File: src/rtl/dcache_arbiter.sv
// dcache_arbiter: two-requester arbiter in front of a single-port dcache array.
// Each accepted access takes three cycles: grant (IDLE), array access (ACCESS),
// completion pulse (RESP).
// Build option DCACHE_ARB_RR_EN: when defined, simultaneous requests are resolved
// round-robin. When undefined, port 0 always wins a tie and no pointer is kept.
module dcache_arbiter #(
  parameter int ADDR_W = 32,
  parameter int DATA_W = 32
) (
  input  logic                clk,
  input  logic                rst_n,
  // requester 0: core data port
  input  logic                p0_req,
  input  logic                p0_we,
  input  logic [DATA_W/8-1:0] p0_mask,
  input  logic [ADDR_W-1:0]   p0_addr,
  input  logic [DATA_W-1:0]   p0_wdata,
  output logic                p0_gnt,
  output logic                p0_done,
  output logic [DATA_W-1:0]   p0_rdata,
  // requester 1: debug/DMA port
  input  logic                p1_req,
  input  logic                p1_we,
  input  logic [DATA_W/8-1:0] p1_mask,
  input  logic [ADDR_W-1:0]   p1_addr,
  input  logic [DATA_W-1:0]   p1_wdata,
  output logic                p1_gnt,
  output logic                p1_done,
  output logic [DATA_W-1:0]   p1_rdata,
  // dcache array side
  output logic                mem_wr_req,
  output logic [DATA_W/8-1:0] mem_wr_mask,
  output logic [DATA_W-1:0]   mem_wdata,
  output logic [ADDR_W-1:0]   mem_addr,
  input  logic [DATA_W-1:0]   mem_rdata,
  output logic                busy
);

  typedef enum logic [1:0] {
    IDLE   = 2'd0,
    ACCESS = 2'd1,
    RESP   = 2'd2
  } state_t;

  state_t              state;
  state_t              state_nxt;

  logic                any_req;
  logic                win_id;
  logic                grant;

  logic                cap_id;
  logic                cap_we;
  logic [DATA_W/8-1:0] cap_mask;
  logic [ADDR_W-1:0]   cap_addr;
  logic [DATA_W-1:0]   cap_wdata;

  assign any_req = p0_req | p1_req;

  // A grant can only be issued from IDLE; the reset term keeps gnt low while
  // rst_n is held low even though requesters may still be asserting req.
  assign grant = (state == IDLE) && any_req && rst_n;

`ifdef DCACHE_ARB_RR_EN
  logic rr_ptr;

  // Tie-break pointer: holds the port that wins the next simultaneous request.
  always_ff @(posedge clk or negedge rst_n) begin
    if (!rst_n) begin
      rr_ptr <= 1'b0;
    end else if (grant) begin
      rr_ptr <= ~win_id;
    end
  end

  // Winner selection: a lone requester wins, a tie goes to the pointer.
  always_comb begin
    win_id = 1'b0;
    if (p0_req && p1_req) begin
      win_id = rr_ptr;
    end else if (p1_req) begin
      win_id = 1'b1;
    end
  end
`else
  // Fixed priority: port 1 wins only when port 0 is not requesting.
  assign win_id = ~p0_req;
`endif

  // State register.
  always_ff @(posedge clk or negedge rst_n) begin
    if (!rst_n) begin
      state <= IDLE;
    end else begin
      state <= state_nxt;
    end
  end

  // Next-state logic: IDLE -> ACCESS on a grant, then ACCESS -> RESP -> IDLE.
  always_comb begin
    state_nxt = state;
    case (state)
      IDLE:    if (grant) state_nxt = ACCESS;
      ACCESS:  state_nxt = RESP;
      RESP:    state_nxt = IDLE;
      default: state_nxt = IDLE;
    endcase
  end

  // Capture the winner's attributes so the requester may change them after gnt.
  always_ff @(posedge clk or negedge rst_n) begin
    if (!rst_n) begin
      cap_id    <= 1'b0;
      cap_we    <= 1'b0;
      cap_mask  <= '0;
      cap_addr  <= '0;
      cap_wdata <= '0;
    end else if (grant) begin
      cap_id    <= win_id;
      cap_we    <= win_id ? p1_we    : p0_we;
      cap_mask  <= win_id ? p1_mask  : p0_mask;
      cap_addr  <= win_id ? p1_addr  : p0_addr;
      cap_wdata <= win_id ? p1_wdata : p0_wdata;
    end
  end

  // Read data is latched at the end of ACCESS into the winner's port only.
  always_ff @(posedge clk or negedge rst_n) begin
    if (!rst_n) begin
      p0_rdata <= '0;
      p1_rdata <= '0;
    end else if (state == ACCESS && !cap_we) begin
      if (cap_id) begin
        p1_rdata <= mem_rdata;
      end else begin
        p0_rdata <= mem_rdata;
      end
    end
  end

  // Output decode: grants in IDLE, array drive in ACCESS, done pulse in RESP.
  always_comb begin
    p0_gnt      = 1'b0;
    p1_gnt      = 1'b0;
    p0_done     = 1'b0;
    p1_done     = 1'b0;
    mem_wr_req  = 1'b0;
    mem_wr_mask = '0;
    mem_wdata   = '0;
    mem_addr    = '0;
    busy        = (state != IDLE);
    case (state)
      IDLE: begin
        p0_gnt = grant & ~win_id;
        p1_gnt = grant &  win_id;
      end
      ACCESS: begin
        mem_wr_req  = cap_we;
        mem_wr_mask = cap_mask;
        mem_wdata   = cap_wdata;
        mem_addr    = cap_addr;
      end
      RESP: begin
        p0_done = ~cap_id;
        p1_done =  cap_id;
      end
      default: ;
    endcase
  end

endmodule

File: config.mk
export PLATFORM = sky130hd
export DESIGN_NAME = dcache_arbiter
export DESIGN_NICKNAME = d
export VERILOG_FILES = /design/src/rtl/dcache_arbiter.sv
export SDC_FILE = /design/constraint.sdc
export NUM_CORES = 1
export LEC_CHECK = 0
export BUFFER_PORTS_ARGS = -buffer_cell sky130_fd_sc_hd__buf_2
export CORE_ASPECT_RATIO = 1.25
export CORE_MARGIN = 3
export CORE_UTILIZATION = 44
export CTS_BUF_LIST = sky130_fd_sc_hd__clkbuf_4
export DETAILED_ROUTE_END_ITERATION = 8
export MAX_ROUTING_LAYER = met4
export PLACE_DENSITY = 0.87
export SYNTH_ARGS = -nofsm -noshare
export SYNTH_HDL_FRONTEND = slang
export SYNTH_SLANG_ARGS = --single-unit
File: constraint.sdc
create_clock -name clk -period 1.5 [get_ports clk]
set_input_delay 0.3 -clock clk [delete_from_list [all_inputs] [get_ports clk]]
set_output_delay 0.3 -clock clk [all_outputs]
set_load 0.01 [all_outputs]
# Word-level counts from Yosys, hierarchy flattened
# Cells that the tools add are included.
# word_totals
word_cells	38
out_inout_bits	138
input_bits	174
regBits	136
# classes
n_eq_ne	3
bitwise	5
reduce_logical	8
n_mux	14
# ops
operator	n
32-bit two-way mux	4
4-bit two-way mux	2
1-bit two-way mux	6
2-bit one-hot mux with 2 select lines	1
2-bit AND reduction	2
1-bit logical AND	3
1-bit AND	2
2-bit by 1-bit == test with 1-bit output (second input constant)	1
2-bit == test (second input constant)	1
2-bit zero test	1
2-bit two-way mux	1
2-bit inequality test (second input constant)	1
1-bit NOT	2
2-bit nonzero test	1
1-bit zero test	1
1-bit OR	1

# Logic depth before layout (Yosys ltp)
# Gate-level depths: netlist (run 1).
# depth
depth_word	5
mapped_depth	5
depth_no_buf	4

# Worst setup path before layout (run 1)
# Ideal clock, no wire load.
# synth_timing
path_type	register to register
start	register state[1]
end	register p1_rdata[10]
n_path_buf	1
setup_time_ns	0.125
period_less_slack_ns	1.456
required_ns	1.375
arrival_time_ns	1.331
path_slack_ns	0.044
stages_incl_launch_ff	5
cell_sequence	dfrtp_1 > nand2b_4 > nor3b_4 > buf_6 > mux2_2
# synth_via
elab_chain_cells	3
# synth_lines
item	line	rtl
start, declared	45	state_t state;
start signal, assigned	95	state <= state_nxt;
2-bit by 1-bit == test with 1-bit output	132	end else if (state == ACCESS && !cap_we) begin
1-bit logical AND	132	
2-bit AND reduction (no line)	-	
end signal, assigned	134	p1_rdata <= mem_rdata;
end, declared	29	output logic [DATA_W-1:0] p1_rdata,
# Every way passes these cells.
# A chain may end at the register's enable or synchronous reset.

# Worst setup path after layout (run 1)
# layout_timing
start	register state[1]
end	output p0_gnt
# layout_via
elab_chain_cells	5
# layout_lines
item	line	rtl
2-bit zero test *	62, 152	
1-bit logical AND (2 in a row)	62	assign grant = (state == IDLE) && any_req && rst_n;
1-bit AND	154	p0_gnt = grant & ~win_id;
1-bit two-way mux *	152	case (state)
end, declared	18	output logic p0_gnt,
# Every way passes the cells marked *; elsewhere a longest branch is shown, timed or not.

==> reports/summary.md, run 1 <==
The flow ran to the end, but the final reports show violations. The final reports fail on negative setup slack. The tools report the startpoint of the lowest-slack hold path as p1_wdata[12]. Together, buffers and inverters on the worst path number 3. TritonCTS built the clock tree. Power spread over the standard cell area amounts to 1390 nW/um2. The largest single stage delay on the critical path is 410 ps. The tools report the critical path launch point type as a flip-flop. The number of nets handed over by synthesis was 623. The clock transition at the register clock pins on the worst setup and hold paths after CTS is 130 ps, and the final number of setup-violating endpoints is 207. The adder and majority cell fraction of the synthesized area was 0%; the finished layout cell area was 10200 um2. The type of the setup path with the least slack is reg -> out.

After detailed routing, the number of remaining DRC violations is 0. The detailed router finished its first iteration with 384 violations. The cell at the root of the clock tree was clkbuf_4. In this run the worst path has a maximum fanout of 3. The count of final max-slew check failures is 0. The internal power of the cells totals 9.55 mW. The core utilization of the finished layout is 69.5%. For the worst-skew pair, the clock arrives at the later sink with an insertion delay of 540 ps.

The worst setup path is captured at a primary output. The worst path needs 1960 ps of the cycle, external delays included. The worst ir drop on vdd is 489 uV, and the synthesized area per cell is 14.9 um2. The filler-free cell count of the finished design was 1021. The detailed placer's ending HPWL is 12.3 mm, and the maximum level of the CTS H-tree is 4.

For the global-route wire length before repair, the log shows 30.0 mm. The remaining global-route overflow is 0. The critical path goes through buf_4, nor2_4, o211ai_4, buf_6, nor2_4, buf_6.

The logs give 41.6% for the sequential share of power and 16700 um2 for the floorplan die area. The number of nets in the finished design was 1004. In this run the tool buffered the top-level ports with 311 buffer cells. STA puts the critical path data required time at 1200 ps.

The worst register-to-register path ends at p1_rdata[22]. The Yosys warning count is 0. After synthesis, the largest family of logic cells by area is multiplexers.

Per report_power, the clock group accounts for 19.2% of the total. Counting the fill cells in the layout gives 978. The total area inside the core boundary comes to 14700 um2.

The family with the most delay on the worst path was buffers and inverters. The clock passes through at most 2 buffers. In this run the core area contains 49 standard-cell rows. For the summed instance area of the synthesized netlist, the log shows 6700 um2. Dividing the detail-routed wire length by the instance count gives 21.0 um.

Least setup slack across all paths after layout: -462 ps. The die span in x was 116 um. Reg-to-reg startpoint: state[1]. Using the TritonRoute via totals, the vias-per-cell ratio works out to 5.07. The tools report the upper clock frequency limit as 510 MHz. Setup repair after global routing could not meet its margin everywhere. The logs give 1660 ps for the worst endpoint data arrival time and -61730 ps for the total negative slack for setup checks. 312 I/O pins were placed. The path category of the worst min-delay check was in -> reg. For the final number of hold-violating endpoints, the log shows 0. The count of cells along the worst hold path was 3. The area after detailed placement was 8530 um2. The number of cells on the worst reg-to-reg path is 7. Synthesis inferred 136 register bits. The starting density of the core is 45.7%, and the cell leakage power is 5.11 nW. In the final layout, flip-flops and latches occupy 3400 um2.

The portion of the clock cycle consumed by the worst path in the final layout works out to 131%. Of the post-synthesis cell area, the part taken by muxes is 38.0%. Of the cells placed in the final design, the portion with a size suffix greater than 1 is 74.8%. Combinational cells account for 39.2% of the total power.

The synthesized netlist contains 18 unique library cells. Summed over all layers, the routed wires come to 21.4 mm. The setup check on the worst reg-to-reg path leaves a slack of -310 ps.

The die is 144 um tall. The logs give 4.64 mW for the net switching power figure and 17 for the number of CTS-inserted buffers. Across every metal layer, demand over resource in global routing totals 24.6%. Summing the areas of all xor and xnor instances in the mapped netlist gives 0% of the synthesized area. In this run the tightest slew margin relative to its limit is 52.2%.

On the critical path, the stage with the largest delay is an instance of dfrtp_1. Once detail routing completed, the nets flagged for antenna violations numbered 0. The synthesized netlist devotes 0.318% of its cell area to compound gates. Net switching is 32.7% of the power. The iteration count of the initial detailed-routing pass was 4. The via count of the first global-routing pass was 5617.

The number of antenna violations at the first check in global routing was 1; the share of synthesized area occupied by flip-flops and latches was 50.8%. The run gives 928 as the number of placed instances, taps included. For the post-placement worst setup slack, the log shows -75.1 ps. Entering global routing, the biggest net connects 137 pins. The tree built by TritonCTS fans out to 136 sinks. In the final layout, the multi-input gates occupy 3300 um2. At the pin with the least slew margin, the transition time is 717 ps. Max-cap violations in this run came to 0. Summing the areas of all and, or, nand and nor instances in the mapped netlist gives 7.59% of the synthesized area. At the end of routability-driven placement, the weighted congestion stood at 0.748.

The synthesis-to-layout area growth came out at 52.0%. The endpoint of the worst hold path is cap_wdata[12]. The cell count after synthesis is 449, and the via count is 5173. The tools report the post-route clock skew as 19.8 ps.
[tightest hold or removal path, cell delays in order]
cell,delay [ps]
buf_2,70
mux2_2,130
mux2_4,130
[cell type report]
type	instances	area share (%)
clock buffers	17	1.25
clock inverters	14	1.84
diodes	1	0.0246
repair inverters	1	0.160
multi-input cells	281	32.4
well taps	178	2.19
inverters	4	0.393
repair buffers	389	28.3
flip-flops and latches	136	33.4
[cells in the mapped netlist (all sizes together)]
| master | number | area, um2 |
|---|---|---|
| inv | 4 | 17.5 |
| buf | 21 | 175 |
| nor3 | 1 | 16.3 |
| dfrtp | 136 | 3400 |
| nor2 | 3 | 11.3 |
| and3b | 1 | 8.76 |
| clkbuf | 7 | 26.3 |
| nor3b | 2 | 26.3 |
| nand2b | 1 | 13.8 |
| and2 | 69 | 432 |
| mux2 | 203 | 2540 |
| o211ai | 1 | 21.3 |
[sequential cells by signal, indices dropped and copies added, names as in the netlist]
name,flops
p1_rdata,32
cap_mask,4
cap_id,1
cap_we,1
cap_wdata,32
state,2
cap_addr,32
p0_rdata,32
[metal layers]
| metal | vias up | wire, um | global-route usage [%] |
|---|---|---|---|
| met1 | 2572 | 7910 | 26.4 |
| met5 | - | 0 | - |
| li1 | 2336 | - | - |
| met3 | 30 | 1440 | 5.60 |
| met4 | 0 | 445 | 10.2 |
| met2 | 235 | 11600 | 43.2 |
[repair_timing]
item | in CTS | in global routing
cloned | 13 | 1
setup endpoints to repair | 174 | 207
pin swaps | 3 | 1
hold buffers | 33 | 0
buffers inserted | 9 | 5
gates resized for setup | 56 | 79
hold endpoints to repair | 200 | 0
[power groups by stage]
stage,clock network [mW],logic [mW],registers (mW)
3_5_place_dp,0,4.51,5.80
2_1_floorplan,0,2.27,6.12
4_1_cts,2.76,5.01,5.75
5_1_grt,2.92,5.92,6.06
6_report,2.73,5.56,5.91
3_3_place_gp,0,4.37,5.73
[how the worst max path moves through the flow]
stage               startpoint            to  slack, ps  depth (start not counted)
floorplan             state[1]  p1_rdata[10]         40                          4
global placement      state[0]  cap_addr[26]        -30                          5
detailed placement    state[0]  cap_addr[16]        -80                          5
CTS                   state[0]        p0_gnt       -510                          6
global route          state[1]        p0_gnt       -540                          6
finish                state[1]        p0_gnt       -460                          6
[cells in the final DEF (no fill, tap or decap), types with 13 or more instances in the layout]
| master | n |
|---|---|
| and2_1 | 38 |
| and2_4 | 31 |
| buf_16 | 13 |
| buf_2 | 278 |
| buf_4 | 13 |
| buf_6 | 38 |
| clkbuf_4 | 17 |
| dfrtp_1 | 136 |
| dlygate4sd3_1 | 33 |
| mux2_2 | 100 |
| mux2_4 | 101 |
[cells by family after synthesis]
kind of cell	Yosys count
multiplexers	203
flip-flops	136
AND/OR/NAND/NOR	77
AO/OA/AOI/OAI	1
buffers and inverters	32
[stage by stage]
stage / power, mW / hold WS [ps]
global route: 14.9 / 76.5
global placement: 10.1 / 466
finish: 14.2 / 113
CTS: 13.5 / 56.9
detailed placement: 10.3 / 484
floorplan: 8.39 / 4.41
No activity file was read; power rests on OpenSTA's default activity.
==> run 2: changes to the inputs <==
--- a/config.mk
+++ b/config.mk
@@ -5,6 +5,7 @@
 export SDC_FILE = /design/constraint.sdc
 export NUM_CORES = 1
 export LEC_CHECK = 0
+export ABC_AREA = 1
 export BUFFER_PORTS_ARGS = -buffer_cell sky130_fd_sc_hd__buf_2
 export CORE_ASPECT_RATIO = 1.25
 export CORE_MARGIN = 3
==> run 2 against run 1 <==
  * The flow still finishes with violations (negative setup slack)
  * Via count up 54%
  * Cell count grew 51%
  * Flip-flop and latch count stayed put
  * Final area fell by 2.0%
  * Count of clock-buffer cells in the layout unchanged
  * Clock skew shrank 3.9 ps
  * Combinational power down 8.6%
  * Total power down 4.8%
  * Global-route usage rose by 3.4 points
  * Critical path depth is 1 lower
  * Routed wire length up 20%
==> reports/summary.md, run 2 <==
The number of distinct library cells after synthesis came out at 14. The final critical delay including setup and external delays was 2000 ps. In the layout the commonest cells are 476 x nand2_1, 303 x buf_2, 135 x dfrtp_1. After synthesis, the most frequently instantiated cells are 476 x nand2_1, 136 x dfrtp_1, 74 x inv_1. TritonCTS built the clock tree. The highest fanout seen on the critical path was 15. In this run the cell area measured after placement is 8680 um2. For this block, the routed nets add up to 25.7 mm of wire. Post-route clock skew: 15.8 ps. The tools report the Yosys warning count as 0. STA classifies the critical path endpoint as a primary output. By area the synthesized netlist is led by dfrtp_1 50%, nand2_1 26%, nand4_1 5.8%. The floorplan step defined a die boundary enclosing 17100 um2. Counting flops and latches in the post-synthesis netlist gives 136. Measured against its own limit, the worst slew margin works out to 48.5%. The largest total area in the synthesized netlist belongs to dfrtp_1. Yosys instantiated no cell more often than nand2_1.

The run gives 0 as the post-route antenna net violation count. The run gives 0 as the max-cap violation count. The placer congestion estimate is 0.843, and the iteration count of the initial detailed-routing pass is 8.

The region available for standard cell placement spans 15100 um2. The die span in x is 118 um. The average instance in the mapped netlist occupies 7.04 um2. The total power divided by cell area works out to 1360 nW/um2. The number of CTS-inserted buffers is 17. Cell count after synthesis: 974.

The number of antenna violations at the first check in global routing is 3, and the least setup slack across all paths after layout is -501 ps. In this run the core area contains 50 standard-cell rows. Summing over every cut layer, the via total after detailed routing is 7968. The cell sitting at the root of the clock tree is a clkbuf_4.

In this run the deepest clock path goes through 2 buffers. The later pin in the worst-skew pair is clocked with a latency of 540 ps. The top cell type by area accounts for 49.6% of the synthesized area. The wire length per cell after detailed routing is 16.7 um, and the number of nets produced by synthesis is 1148. The finished layout holds 1537 standard cells, fillers aside. The run gives 37.8 mm as the global-route wire length before repair. The via count of the first global-routing pass is 7548. The run finished, with violations left.

For this run, design rule violations remaining after detail routing come to 0. For the post-placement worst setup slack, the log shows -1.52 ps. For this run, the total global-route usage over all layers was measured as 28.0%. The area growth from synthesis to layout is 45.4%.

Once placement completed, the tool counted placed cells totaling 1447. The maximum level of the CTS H-tree was 4; the final number of hold-violating endpoints was 0. The tools report the worst endpoint data arrival time as 1700 ps.

The cell leakage power was 5.89 nW. Dividing the final minimum period by the clock period gives 133%. The design draws 13.5 mW.

The finished layout cell area was 9970 um2; the number of design-rule violations left by the first detailed-router iteration was 772. The number of buffers inserted by port buffering was 311. Clock-pin slew was measured on the worst setup and hold paths at 140 ps. The logs give 134 for the maximum number of pins on one net before global-route repair and 45.3% for the starting density of the core.

Final number of setup-violating endpoints: 84. Detailed placement finished with a half-perimeter wire length of 15.5 mm. Counting flops with a built-in enable in the synthesized netlist gives 0. The number of top-level pins is 312.

For the summed instance area of the synthesized netlist, the log shows 6860 um2. The upper clock frequency limit came out at 500 MHz. The worst-case IR drop observed on VDD is 600 uV. The checks that failed: negative setup slack. Of all flip-flops after synthesis, the portion carrying an async set or reset was 100%. The tools report the count of final max-slew check failures as 0. The fraction of final layout cells sized beyond drive strength 1 is 33.0%. STA classifies the critical path startpoint as a flip-flop. The critical path is of the reg -> out type.

The run gives 49.6% as the share of synthesized area occupied by flip-flops and latches. The logs give 1200 ps for the endpoint required time on the critical path and 0 for the remaining global-route overflow. The commonest non-fill, non-tap cell in the layout was nand2_1.

In the synthesized netlist the dominant register cell turns out to be dfrtp_1. For the pin with the worst max-slew slack, the measured transition is 772 ps. From bottom edge to top edge, the die measures 146 um.

The detail-routed via count per cell came out at 5.18. After the last flow step, the layout net total stands at 1487. Setup repair after global routing could not meet its margin everywhere.

The worst hold path belongs to the class in -> reg. The clock net in this run drives a total of 136 sinks.
run 2: cell count changes in the layout (fill, tap and decap cells not counted), moves of 9 or more:
cell       change
nand3_1       +69
mux2_4       -101
clkbuf_16      +9
nand4_1       +64
mux2_2       -100
nand2_1      +476
inv_1         +70
buf_2         +25
nor2_1        +34
buf_6         -28
buf_16         -9
and2_1        -38
and2_4        -31
nor2_2        +34
run 2: cell type report:
| type | count | area (um2) |
|---|---|---|
| Antenna cell | 3 | 7.51 |
| Clock buffer | 17 | 128 |
| Clock inverter | 15 | 183 |
| Fill cell | 1287 | 5160 |
| Inverter | 79 | 302 |
| Multi-Input combinational cell | 689 | 3010 |
| Sequential cell | 136 | 3400 |
| Tap cell | 208 | 260 |
| Timing Repair Buffer | 390 | 2680 |
run 2: worst max-delay path: stages, from the launching register on:
cell and delay, ps:
dfrtp_1 430, nor2_4 170, inv_6 80, clkbuf_16 190, nor2_1 120, buf_2 160
run 2: cell families after synthesis:
family | Yosys count | synth area share, %
buffers and inverters | 149 | 8.72
and+or+nand+nor | 689 | 41.7
DFF | 136 | 49.6
run 2: where the power goes:
part	internal, mW	switching [mW]	total (mW)	leakage [nW]
Combinational	2.06	3.02	5.08	4.05
Clock	1.30	1.42	2.71	0.162
Sequential	4.94	0.783	5.72	1.69
run 2: layer usage:
layer  global-route usage [%]  part of all wire, %  vias up
li1                         -                    -     3701
met1                     33.1                   37     3645
met2                     46.7                   50      527
met3                     6.14                  8.3       95
met4                     10.9                  4.4        0
met5                        -                    0        -
run 2: final timing paths:
kind                                    from       endpoint  slack (ps)  cells past startpoint
max in group asynchronous              rst_n    cap_addr[5]         170                      3
worst min-delay path            p0_wdata[23]  cap_wdata[23]          70                      5
worst max-delay path                state[1]   mem_addr[23]        -500                      5
worst min register to register   p1_rdata[0]    p1_rdata[0]         490                      2
worst max register to register      state[1]   p1_rdata[12]         -40                      8
min in group asynchronous              rst_n       state[0]         240                      2
run 2: what timing repair did:
| action | in CTS | in global routing |
|---|---|---|
| hold buffers | 33 | 0 |
| gates cloned | 2 | 13 |
| resized for setup | 37 | 38 |
| setup buffers | 3 | 4 |
| endpoints found under the hold margin | 194 | 0 |
| endpoints found under the setup margin | 77 | 208 |
| pin swaps | 3 | 3 |
run 2: metrics by stage:
step / hold slack [ps] / utilization, % / setup TNS [ps]
after detailed placement: 113 / 57.4 / -1.52
after floorplan: 4.41 / - / 0
final: 70.3 / 65.9 / -31530
after global routing: 20.5 / 65.9 / -50840
after CTS: 1.74 / 62.8 / -37270
after global placement: 110 / 57.4 / 0
